`src/rtl/program_loader_pkg.sv`:
```
// Shared constants and loader state type for the 20-bit pipeline and its boot loader.
package program_loader_pkg;

  localparam int unsigned DATA_WIDTH    = 20;
  localparam int unsigned ADDRESS_WIDTH = 8;
  localparam int unsigned MEM_SIZE      = 256;

  typedef enum logic [1:0] {
    StLoad,
    StFill,
    StRun,
    StErr
  } loader_state_t;

endpackage

```
`src/rtl/program_loader_byte_packer.sv`:
```
// Assembles little-endian byte triples into 20-bit words; a last byte flushes a zero-padded word.
module program_loader_byte_packer
  import program_loader_pkg::*;
(
  input  logic                  clk_i,
  input  logic                  rst_ni,
  input  logic                  clear_i,
  input  logic                  fire_i,
  input  logic [7:0]            byte_i,
  input  logic                  last_i,
  output logic [DATA_WIDTH-1:0] word_o,
  output logic                  word_valid_o
);

  logic [1:0]  k_q, k_d;
  logic [15:0] acc_q, acc_d;

  assign word_valid_o = fire_i && (last_i || (k_q == 2'd2));

  // Only bytes already gathered for this word are used, so padding is implicit.
  always_comb begin
    word_o = '0;
    unique case (k_q)
      2'd0:    word_o = {12'h000, byte_i};
      2'd1:    word_o = {4'h0, byte_i, acc_q[7:0]};
      default: word_o = {byte_i[3:0], acc_q};
    endcase
  end

  always_comb begin
    k_d   = k_q;
    acc_d = acc_q;
    if (clear_i) begin
      k_d = 2'd0;
    end else if (fire_i) begin
      if (word_valid_o) begin
        k_d = 2'd0;
      end else begin
        k_d = k_q + 2'd1;
        if (k_q == 2'd0) begin
          acc_d[7:0] = byte_i;
        end else begin
          acc_d[15:8] = byte_i;
        end
      end
    end
  end

  always_ff @(posedge clk_i or negedge rst_ni) begin
    if (!rst_ni) begin
      k_q   <= 2'd0;
      acc_q <= 16'h0000;
    end else begin
      k_q   <= k_d;
      acc_q <= acc_d;
    end
  end

endmodule

```
`src/rtl/program_loader.sv`:
```
// Boot loader: streams bytes into instruction memory, zero-fills the tail, then releases the CPU.
module program_loader #(
  parameter int unsigned DATA_WIDTH    = program_loader_pkg::DATA_WIDTH,
  parameter int unsigned ADDRESS_WIDTH = program_loader_pkg::ADDRESS_WIDTH,
  parameter int unsigned MEM_SIZE      = program_loader_pkg::MEM_SIZE
) (
  input  logic                     clk,
  input  logic                     rst,
  input  logic                     in_valid,
  input  logic [7:0]               in_byte,
  input  logic                     in_last,
  output logic                     in_ready,
  input  logic                     reload,
  output logic                     imem_we,
  output logic [ADDRESS_WIDTH-1:0] imem_addr,
  output logic [DATA_WIDTH-1:0]    imem_wdata,
  output logic                     cpu_rst,
  output logic                     done,
  output logic                     err_overflow,
  output logic [ADDRESS_WIDTH:0]   word_count
);

  import program_loader_pkg::*;

  localparam logic [ADDRESS_WIDTH:0] MemEnd  = (ADDRESS_WIDTH + 1)'(MEM_SIZE);
  localparam logic [ADDRESS_WIDTH:0] AddrOne = (ADDRESS_WIDTH + 1)'(1);

  loader_state_t state_q, state_d;
  logic armed_q, armed_d;
  logic [ADDRESS_WIDTH:0] addr_q, addr_d, addr_inc;
  logic [ADDRESS_WIDTH:0] wc_q, wc_d;
  logic we_q, we_d;
  logic [ADDRESS_WIDTH-1:0] ia_q, ia_d;
  logic [DATA_WIDTH-1:0] wd_q, wd_d;
  logic cpu_rst_q, cpu_rst_d;
  logic done_q, done_d;
  logic err_q, err_d;

  logic accept, pk_fire, pk_clear, pk_valid;
  logic [DATA_WIDTH-1:0] pk_word;

  // armed_q keeps in_ready low until the first edge after reset is released.
  assign in_ready = armed_q && (state_q == StLoad);
  assign accept   = in_valid && in_ready;
  assign addr_inc = addr_q + AddrOne;

  program_loader_byte_packer u_packer (
    .clk_i        (clk),
    .rst_ni       (rst),
    .clear_i      (pk_clear),
    .fire_i       (pk_fire),
    .byte_i       (in_byte),
    .last_i       (in_last),
    .word_o       (pk_word),
    .word_valid_o (pk_valid)
  );

  always_comb begin
    state_d   = state_q;
    armed_d   = 1'b1;
    addr_d    = addr_q;
    wc_d      = wc_q;
    we_d      = 1'b0;
    ia_d      = ia_q;
    wd_d      = wd_q;
    cpu_rst_d = cpu_rst_q;
    done_d    = done_q;
    err_d     = err_q;
    pk_fire   = 1'b0;
    pk_clear  = 1'b0;

    unique case (state_q)
      StLoad: begin
        if (accept) begin
          if (wc_q == MemEnd) begin
            state_d   = StErr;
            err_d     = 1'b1;
            cpu_rst_d = 1'b1;
          end else begin
            pk_fire = 1'b1;
            if (pk_valid) begin
              we_d   = 1'b1;
              ia_d   = addr_q[ADDRESS_WIDTH-1:0];
              wd_d   = pk_word;
              addr_d = addr_inc;
              wc_d   = wc_q + AddrOne;
              if (in_last) begin
                if (addr_inc < MemEnd) begin
                  state_d = StFill;
                end else begin
                  state_d   = StRun;
                  done_d    = 1'b1;
                  cpu_rst_d = 1'b0;
                end
              end
            end
          end
        end
      end
      StFill: begin
        we_d   = 1'b1;
        ia_d   = addr_q[ADDRESS_WIDTH-1:0];
        wd_d   = '0;
        addr_d = addr_inc;
        if (addr_inc == MemEnd) begin
          state_d   = StRun;
          done_d    = 1'b1;
          cpu_rst_d = 1'b0;
        end
      end
      default: begin
        if (reload) begin
          state_d   = StLoad;
          cpu_rst_d = 1'b1;
          done_d    = 1'b0;
          err_d     = 1'b0;
          wc_d      = '0;
          addr_d    = '0;
          ia_d      = '0;
          pk_clear  = 1'b1;
        end
      end
    endcase
  end

  always_ff @(posedge clk or negedge rst) begin
    if (!rst) begin
      state_q   <= StLoad;
      armed_q   <= 1'b0;
      addr_q    <= '0;
      wc_q      <= '0;
      we_q      <= 1'b0;
      ia_q      <= '0;
      wd_q      <= '0;
      cpu_rst_q <= 1'b1;
      done_q    <= 1'b0;
      err_q     <= 1'b0;
    end else begin
      state_q   <= state_d;
      armed_q   <= armed_d;
      addr_q    <= addr_d;
      wc_q      <= wc_d;
      we_q      <= we_d;
      ia_q      <= ia_d;
      wd_q      <= wd_d;
      cpu_rst_q <= cpu_rst_d;
      done_q    <= done_d;
      err_q     <= err_d;
    end
  end

  assign imem_we      = we_q;
  assign imem_addr    = ia_q;
  assign imem_wdata   = wd_q;
  assign cpu_rst      = cpu_rst_q;
  assign done         = done_q;
  assign err_overflow = err_q;
  assign word_count   = wc_q;

endmodule
```
`config.mk`:
```
export PLATFORM = sky130hd
export DESIGN_NAME = program_loader
export DESIGN_NICKNAME = d
export VERILOG_FILES = /design/src/rtl/program_loader_pkg.sv /design/src/rtl/program_loader_byte_packer.sv /design/src/rtl/program_loader.sv
export SDC_FILE = /design/constraint.sdc
export NUM_CORES = 1
export LEC_CHECK = 0
export BUFFER_PORTS_ARGS = -buffer_cell sky130_fd_sc_hd__buf_2
export CAP_MARGIN = 20
export CORE_AREA = 2 2 87 89
export DETAILED_ROUTE_END_ITERATION = 10
export DIE_AREA = 0 0 89 91
export PLACE_DENSITY_LB_ADDON = 0.2
export RECOVER_POWER = 100
export SYNTH_ARGS = -nofsm -noshare
export SYNTH_HDL_FRONTEND = slang
export SYNTH_HIERARCHICAL = 1
export SYNTH_SLANG_ARGS = --single-unit
```
`constraint.sdc`:
```
create_clock -name clk -period 2.5 [get_ports clk]
set_input_delay 0.5 -clock clk [delete_from_list [all_inputs] [get_ports clk]]
set_output_delay 0.5 -clock clk [all_outputs]
set_load 0.01 [all_outputs]
```
==> out/summary.txt <==
Final core occ: 59.2%
Sequential element share of the synthesized area: 50.6%
Async SR Flop Fraction: 100%
Row count: 31
Starting Density: 49.3%
Worst slew pin tran: 1.93 ns
DR vias/cell: 5.32
Overall Global Routing Usage: 21.1%
# placed instances: 501
R2R cell count: 13
Max IR drop VDD: 0.316 mV
Commonest non-fill, non-tap cell in the layout: dfrtp_1
Final hold violations: 0
DRT antenna net count: 0
Simple-gate share of the synthesized area: 17.7%
Final cell area excluding filler cells: 4230 um2
First-pass iteration count of the detailed router: 4
Hold Crit Depth: 2
Clk buf depth: 2
Critical Path End Type: flop
Syn nets: 357
Number of buffers created by CTS: 9
CTS Hold Bufs: 0
Clock Skew: 0.00960 ns
Core box area: 7140 um2
Final Non-Filler Cells: 524
Max Fanout on Critical Path: 15
Vias in the first global route: 2670
First-pass GRT wire length: 13200 um
Final Slew Violations: 34
RSZ-0062 raised after global routing: no
Static leakage: 1.81 nW
Crit path cell chain: inv_1 -> ha_1 -> nor4b_4 -> nand2_1 -> inv_1 -> nor3_4 -> o21ai_1 -> inv_1 -> inv_2 -> a211o_4 -> nand2_1 -> buf_4 -> mux2_2
Final wirelength: 7910 um
Fin crit period: 2.31 ns
CTS tree: built
Pwr Density: 534 nW/um2
Routability congestion estimate: 0.791
Slew HR: -28.8%
IO Port Bufs: 54
Complex-gate fraction of the synthesized area: 16.6%
Hold WS: 0.436 ns
EDFF count, synth: 0
Slowest cell on the critical path: dfrtp_2
Post-Synth XOR/XNOR Area: 2.24%
Residual DRC: 0
Htree depth: 3
Detailed placer's ending HPWL: 5520 um
Most frequent cells in the layout: 69 x dfrtp_1, 61 x nand2_1, 43 x clkbuf_1
Die W: 89 um
Total grt overflow: 0
Top FF cell, synth: dfrtp_1
Placed cell areas: 4040 um2
CP Class: flop to flop
Synth cell types: 45
Final Cycle Share: 92.5%
Mapped Area: 3520 um2
Syn avg cell area: 10.4 um2
Worst-path clk slew: 0.07 ns
Mux cell area share after synthesis: 6.01%
Initial antenna violation count: 0
Die ar.: 8100 um2
HP Class: primary input to flop
Max-cap viol count: 1
Failing checks: max-capacitance violations, max-slew violations
Die Y: 91 um
Share of cells above drive strength 1: 21.6%
# setup viols final: 0
Vias: 2789
CP peak stage delay: 0.40 ns
Total power: 2.26 mW
Largest net degree at the start of global routing: 35
Iter 0 DRT Violations: 152
Clock Root Buffer: clkbuf_8
Nets: 440
CP most frequent cell: inv_1
Io pins: 55
#FFs+latches synth: 71
Drt wl/cell: 15.1 um
Ant. Diodes: 0
Clk sinks: 71
Post-Synth Adder-Cell Area: 2.49%
Mapped Cells: 337
Status: complete, but fails checks
Yosys warning count: 6
Main combinational cell family by area after synthesis: simple AND/OR/NAND/NOR gates
Fmax: 433 MHz
Syn-to-layout area delta: 20.2%
# fillers: 674
Critical Path RT: 2.73 ns
Clock latency at the later pin of the worst-skew pair: 0.35 ns
CP Launch Type: flop
CP Data Arrival Time: 2.54 ns
area by class of cell:
type,count,area [um2],area share (%)
clock buffers,11,151,3.58
multi-input cells,237,1570,37.2
flip-flops and latches,71,1780,42.1
clock inverters,5,80.1,1.89
inverters,13,48.8,1.15
well taps,99,124,2.93
repair buffers,88,469,11.1
layer usage:
metal / global-route usage [%] / up-vias / wire, um / share of wire, %
li1: - / 1344 / - / -
met1: 31.0 / 1372 / 3790 / 48
met2: 30.8 / 65 / 3650 / 46
met3: 5.18 / 8 / 367 / 4.6
met4: 6.72 / 0 / 104 / 1.3
met5: 0 / - / 0 / 0
worst max-delay path, delay by kind of cell (launching register included):
family / cells / cell delay (ns)
and+or+nand+nor: 4 / 0.51
muxes: 1 / 0.26
DFF: 1 / 0.40
AOI/OAI and AO/OA: 2 / 0.31
buffers and inverters: 5 / 0.57
adders and majority gates: 1 / 0.14
synth_stat cells, types with 2 or more instances:
cell	n	share of area, %
a21oi_1	31	4.4
a22o_1	27	6.7
a31o_2	2	0.50
and2_1	6	1.1
buf_2	7	1.0
buf_6	4	1.3
clkbuf_1	4	0.43
dfrtp_1	70	50
ha_1	7	2.5
inv_1	12	1.3
mux2_2	17	5.4
mux2i_1	2	0.57
nand2_1	59	6.3
nand2_2	2	0.36
nand2b_1	4	0.71
nand3_1	7	1.0
nand4_1	4	0.71
nor2_1	16	1.7
nor3_1	4	0.57
nor3_2	2	0.57
nor4_2	2	0.71
nor4b_4	3	2.0
o211ai_1	2	0.43
o21ai_0	14	2.0
or4_1	2	0.43
xnor2_1	6	1.5
xor2_1	3	0.75
logic make-up after synthesis:
kind of cell | Yosys count
xor+xnor | 9
flops | 71
fa+ha+maj | 7
simple gates | 116
compound gates | 85
buf+inv | 29
other cells | 1
mux | 19
sequential cells by signal, summed over array words and instances, names as in the netlist:
name            count
done                1
err_overflow        1
state_q             2
cpu_rst             1
imem_addr           8
armed_q             1
u_packer/k_q        2
u_packer/acc_q     16
imem_we             1
word_count          9
imem_wdata         20
addr_q              9
final timing paths:
check | to | startpoint | slack [ns]
max in group asynchronous | word_count[0] | rst | 0.56
min in group asynchronous | imem_wdata[6] | rst | 0.68
hold / removal | u_packer/acc_q[7] | in_byte[7] | 0.44
setup / recovery | addr_q[0] | word_count[0] | 0.19
hold reg to reg | err_overflow | err_overflow | 0.50
setup reg to reg | addr_q[0] | word_count[0] | 0.19
power breakdown:
group / switching (mW) / total, mW / internal (mW)
sequential: 0.000938 / 1.15 / 1.15
clock: 0.439 / 1.05 / 0.614
combinational: 0.0367 / 0.0542 / 0.0175
timing repair:
action / in CTS / in global routing
cloned: 0 / 0
pin swaps: 1 / 2
setup buffers: 0 / 7
endpoints found under the setup margin: 16 / 26
resized for setup: 2 / 0
metrics by stage:
step                      setup TNS, ns  setup WS (ns)
after floorplan                       0         0.0423
after global placement          -0.0321       -0.00495
after detailed placement          -1.53         -0.141
after CTS                             0         0.0562
after global routing                  0         0.0424
final                                 0          0.188
(Power assumes the default switching activity.)
